$ cat src/rtl/mux4_rr_arbiter.sv
`default_nettype none
// ============================================================================
// Module      : mux4_rr_arbiter
// Description : Round-robin arbiter and sequencer for a shared 4:1 data mux.
//               It grants one requester at a time, drives the mux select and
//               forwards that requester's beats to one ready/valid port. A
//               grant lasts up to MAX_BURST beats and is followed by a single
//               IDLE arbitration cycle.
// Revision    : 1.0 - initial release
// ============================================================================
module mux4_rr_arbiter #(
    parameter int WIDTH     = 8,
    parameter int MAX_BURST = 4
) (
    input  logic             clk,
    input  logic             rst_n,
    input  logic [3:0]       req,
    input  logic [WIDTH-1:0] d0,
    input  logic [WIDTH-1:0] d1,
    input  logic [WIDTH-1:0] d2,
    input  logic [WIDTH-1:0] d3,
    input  logic             out_ready,
    output logic             out_valid,
    output logic [WIDTH-1:0] out_data,
    output logic [1:0]       sel,
    output logic [3:0]       grant,
    output logic [3:0]       ack
);

    localparam logic [0:0] c_IDLE = 1'b0;
    localparam logic [0:0] c_BUSY = 1'b1;
    // Beat index of the final beat in a burst; the counter is 4 bits wide.
    localparam logic [3:0] c_LAST = 4'(MAX_BURST - 1);

    logic [0:0] r_state;
    logic [1:0] r_ptr;
    logic [3:0] r_cnt;
    logic [1:0] w_winner;
    logic       w_found;
    logic       w_xfer;

    // Valid only while a grant is active and its owner still has a beat.
    assign out_valid = (r_state == c_BUSY) & req[sel];
    assign w_xfer    = out_valid & out_ready;
    assign ack       = grant & {4{w_xfer}};

    // Mux the granted (or last granted) requester's data to the output.
    always_comb begin
        case (sel)
            2'd0:    out_data = d0;
            2'd1:    out_data = d1;
            2'd2:    out_data = d2;
            default: out_data = d3;
        endcase
    end

    // Search ptr, ptr+1, ptr+2, ptr+3 (mod 4) for the first active request.
    always_comb begin
        w_found  = 1'b0;
        w_winner = r_ptr;
        for (int k = 0; k < 4; k++) begin
            if (!w_found && req[r_ptr + 2'(k)]) begin
                w_found  = 1'b1;
                w_winner = r_ptr + 2'(k);
            end
        end
    end

    // Arbitration FSM: grant from IDLE, count beats in BUSY, release on
    // burst end or when the owner drops its request.
    always_ff @(posedge clk or negedge rst_n) begin
        if (!rst_n) begin
            r_state <= c_IDLE;
            grant   <= 4'b0000;
            sel     <= 2'd0;
            r_ptr   <= 2'd0;
            r_cnt   <= 4'd0;
        end else begin
            case (r_state)
                c_IDLE: begin
                    if (w_found) begin
                        r_state <= c_BUSY;
                        sel     <= w_winner;
                        grant   <= 4'b0001 << w_winner;
                        r_cnt   <= 4'd0;
                    end
                end
                default: begin
                    if (w_xfer) begin
                        if (r_cnt == c_LAST) begin
                            r_state <= c_IDLE;
                            grant   <= 4'b0000;
                            r_ptr   <= sel + 2'd1;
                            r_cnt   <= 4'd0;
                        end else begin
                            r_cnt   <= r_cnt + 4'd1;
                        end
                    end else if (!req[sel]) begin
                        // Owner withdrew: release early so others are not starved.
                        r_state <= c_IDLE;
                        grant   <= 4'b0000;
                        r_ptr   <= sel + 2'd1;
                        r_cnt   <= 4'd0;
                    end
                end
            endcase
        end
    end

endmodule
`default_nettype wire

$ cat config.mk
export PLATFORM = sky130hd
export DESIGN_NAME = mux4_rr_arbiter
export DESIGN_NICKNAME = d
export VERILOG_FILES = /design/src/rtl/mux4_rr_arbiter.sv
export SDC_FILE = /design/constraint.sdc
export NUM_CORES = 1
export LEC_CHECK = 0
export CAP_MARGIN = 5
export CORE_ASPECT_RATIO = 1.5
export CORE_UTILIZATION = 35
export CTS_CLUSTER_DIAMETER = 50
export CTS_CLUSTER_SIZE = 40
export DETAILED_ROUTE_END_ITERATION = 10
export HOLD_SLACK_MARGIN = 0.12
export PLACE_DENSITY = 0.79
export SYNTH_ARGS = -nofsm -noshare
export SYNTH_HDL_FRONTEND = slang
export SYNTH_SLANG_ARGS = --single-unit
$ cat constraint.sdc
create_clock -name clk -period 1.6 [get_ports clk]
set_input_delay 0.4 -clock clk [delete_from_list [all_inputs] [get_ports clk]]
set_output_delay 0.4 -clock clk [all_outputs]
set_load 0.1 [all_outputs]
==> results.toml <==
[run_status]
status = "finished with violations"
violations = "setup timing"

[drt]
dr.pass1.iters = 5
wl_per_cell_microns = 18.7
drt-total-wl_microns = 4490
drt_iter0_drc = 54
antenna_left = 0
vias_per_cell = 5.52
routed-via-count = 1325
post-route-drc-count = 0

[logic_synthesis]
syn_inst = 112
synth_cell_types = 38
synth_edf_count = 0
ys_ff_latch = 13
syn-num-nets = 156
synth.top_cells.by_area = "dfrtp_1 31%, mux2i_1 11%, a222oi_1 7.6%"
ys_dominant_reg_cell = "dfrtp_1"
ys_seq_area_frac = 0.310
avgSynthCellArea_sq_um = 9.36
yosysWarnings = 0
synth-async-reset-ratio = 1.00
yosys.area.top_type = "dfrtp_1"
synth_top_area_frac = 0.310
syn_area_sq_um = 1050

[floorplan]
dieWidth_microns = 46.7
rows = 24
boundaryPins = 58
dieArea_sq_um = 3220
core_area_sq_um = 2880
fp.dieH_microns = 69.0
start_util = 0.364

[sta]
final-setup-viol-count = 23
hold_viol = 0
max_freq_mhz = 463
fin_skew_ns = 0.00544
fin_crit_ns = 2.16
layout_setup_ws_ns = -0.558
maxSlewHeadroom = 0.775
worst_pin_slew_ns = 0.337
fin_crit_sh = 1.35
maxSlewViolCount = 0
rsz0062_at_grt = "true"

[min_path]
holdCritPathClass = "primary input to asynchronous set/reset pin"

[grt]
track_usage = 0.260
grt_remaining_overflow = 0
grt_first_pass_wirelength_microns = 6050
grt_pass1_vias = 1336
grt_max_degree = 14
antenna_found_initial = 0

[setup_path]
arrival_ns = 1.76
worstSetupEndpointType = "output port"
r2r-end = "grant[0]"
r2r_slack_ns = -0.27
path_class = "register to output port"
cp_max_fo = 6
worst-r2r-cell-count = 6
crit_chain = "buf_6, mux2_4, o2bb2ai_4, and3_4, buf_12"
cp_top_family = "flip-flops"
rr_startpoint = "sel[1]"
cp.required_ns = 1.20
startpoint = "sel[1]"
start_kind = "register"
cp_slowest_cell = "dfrtp_4"
critPathBufInv = 2
cp_slowest_stage_delay_ns = 0.50

[clocking]
cts_tree = "yes"
htreeDepth = 1
cts_buffers = 3
cts_root_buffer = "clkbuf_8"
clock_path_buffers = 2
clock_latency_ns = 0.26
clk_pin_slew_ns = 0.06
cts.sinks = 13

[placed_design]
dp_slack_ns = -0.479
dpl.hpwl_microns = 3140
gp_congestion = 0.895
port_buffers = 57

[cells_and_area]
multi_input_area_sq_um = 911
nNetsFinal = 246
syn_to_final_growth_pct = 136
fillers = 148
drive_gt1_frac = 0.478
insertedDiodeCount = 0
register_area_sq_um = 333

[flow_run]
maxCapViolCount = 0
-- cells in the mapped netlist, types with 2 or more instances --
master	instances
ha_1	5
o21ai_0	4
o211ai_1	2
clkbuf_1	4
nor2_1	6
a21oi_1	2
mux2i_1	11
nand2_1	4
o2bb2ai_1	2
a22o_1	3
inv_1	15
nor2b_1	2
o22ai_1	2
dfrtp_1	13
and3_2	4
a21o_2	3
nor3b_1	2
a222oi_1	8
-- layout make-up --
cell class	instances	share of cell area
Timing Repair Buffer	90	0.435
Multi-Input combinational cell	79	0.368
Sequential cell	13	0.135
Inverter	15	0.0238
Tap cell	39	0.0197
Clock buffer	4	0.0182
-- registers in the layout, summed over array words and instances, names as in the netlist --
register  count
r_ptr         2
r_state       1
r_cnt         4
sel           2
grant         4
-- cell families (layout without fill, tap and decap cells) --
| logic type | Yosys count | in the layout | share of synthesized area |
|---|---|---|---|
| muxes | 13 | 13 | 0.130 |
| DFF | 13 | 13 | 0.310 |
| and+or+nand+nor | 27 | 27 | 0.148 |
| adders and majority gates | 5 | 5 | 0.0597 |
| buffers and inverters | 20 | 109 | 0.0788 |
| AOI/OAI and AO/OA | 34 | 34 | 0.273 |
-- layout by cell type, fill, tap and decap left out, types with 3 or more instances in the layout --
cell / count
clkdlybuf4s50_1: 34
buf_12: 20
buf_4: 19
inv_1: 13
buf_6: 13
dfrtp_1: 11
a222oi_1: 8
mux2i_4: 8
nor2_1: 5
nand2_1: 4
and3_4: 4
a22o_1: 3
ha_4: 3
clkbuf_8: 3
dlymetal6s2s_1: 3
-- worst max path at each step --
| stage | to | depth (start not counted) |
|---|---|---|
| final | ack[1] | 5 |
| after global routing | out_data[6] | 6 |
| after CTS | out_data[7] | 5 |
| after detailed placement | ack[1] | 5 |
| after global placement | ack[2] | 5 |
| after floorplan | out_data[0] | 5 |
-- per-stage QoR --
step	setup TNS [ns]	cell area [sq um]	cells	utilization	hold slack (ns)
after floorplan	-7.53	1230	112	-	0.104
after global placement	-8.96	2210	231	0.766	0.554
after detailed placement	-9.88	2210	231	0.766	0.578
after CTS	-9.15	2380	237	0.824	0.457
after global routing	-9.76	2470	240	0.858	0.481
final	-8.94	2470	240	0.858	0.446
-- routing by layer --
layer | up-vias | track usage | wire length (microns)
li1 | 598 | - | -
met5 | - | 0 | 0
met2 | 70 | 0.486 | 2440
met1 | 646 | 0.252 | 1550
met3 | 11 | 0.0419 | 375
met4 | 0 | 0.117 | 117
-- repair_timing --
action,CTS,global route
gates resized for setup,26,19
hold buffers,0,0
pin swaps,14,13
endpoints found under the setup margin,25,27
buffers inserted,4,5
Power is not shown: default switching activity piles up to over one toggle a cycle in this logic, so the estimate is an artifact.
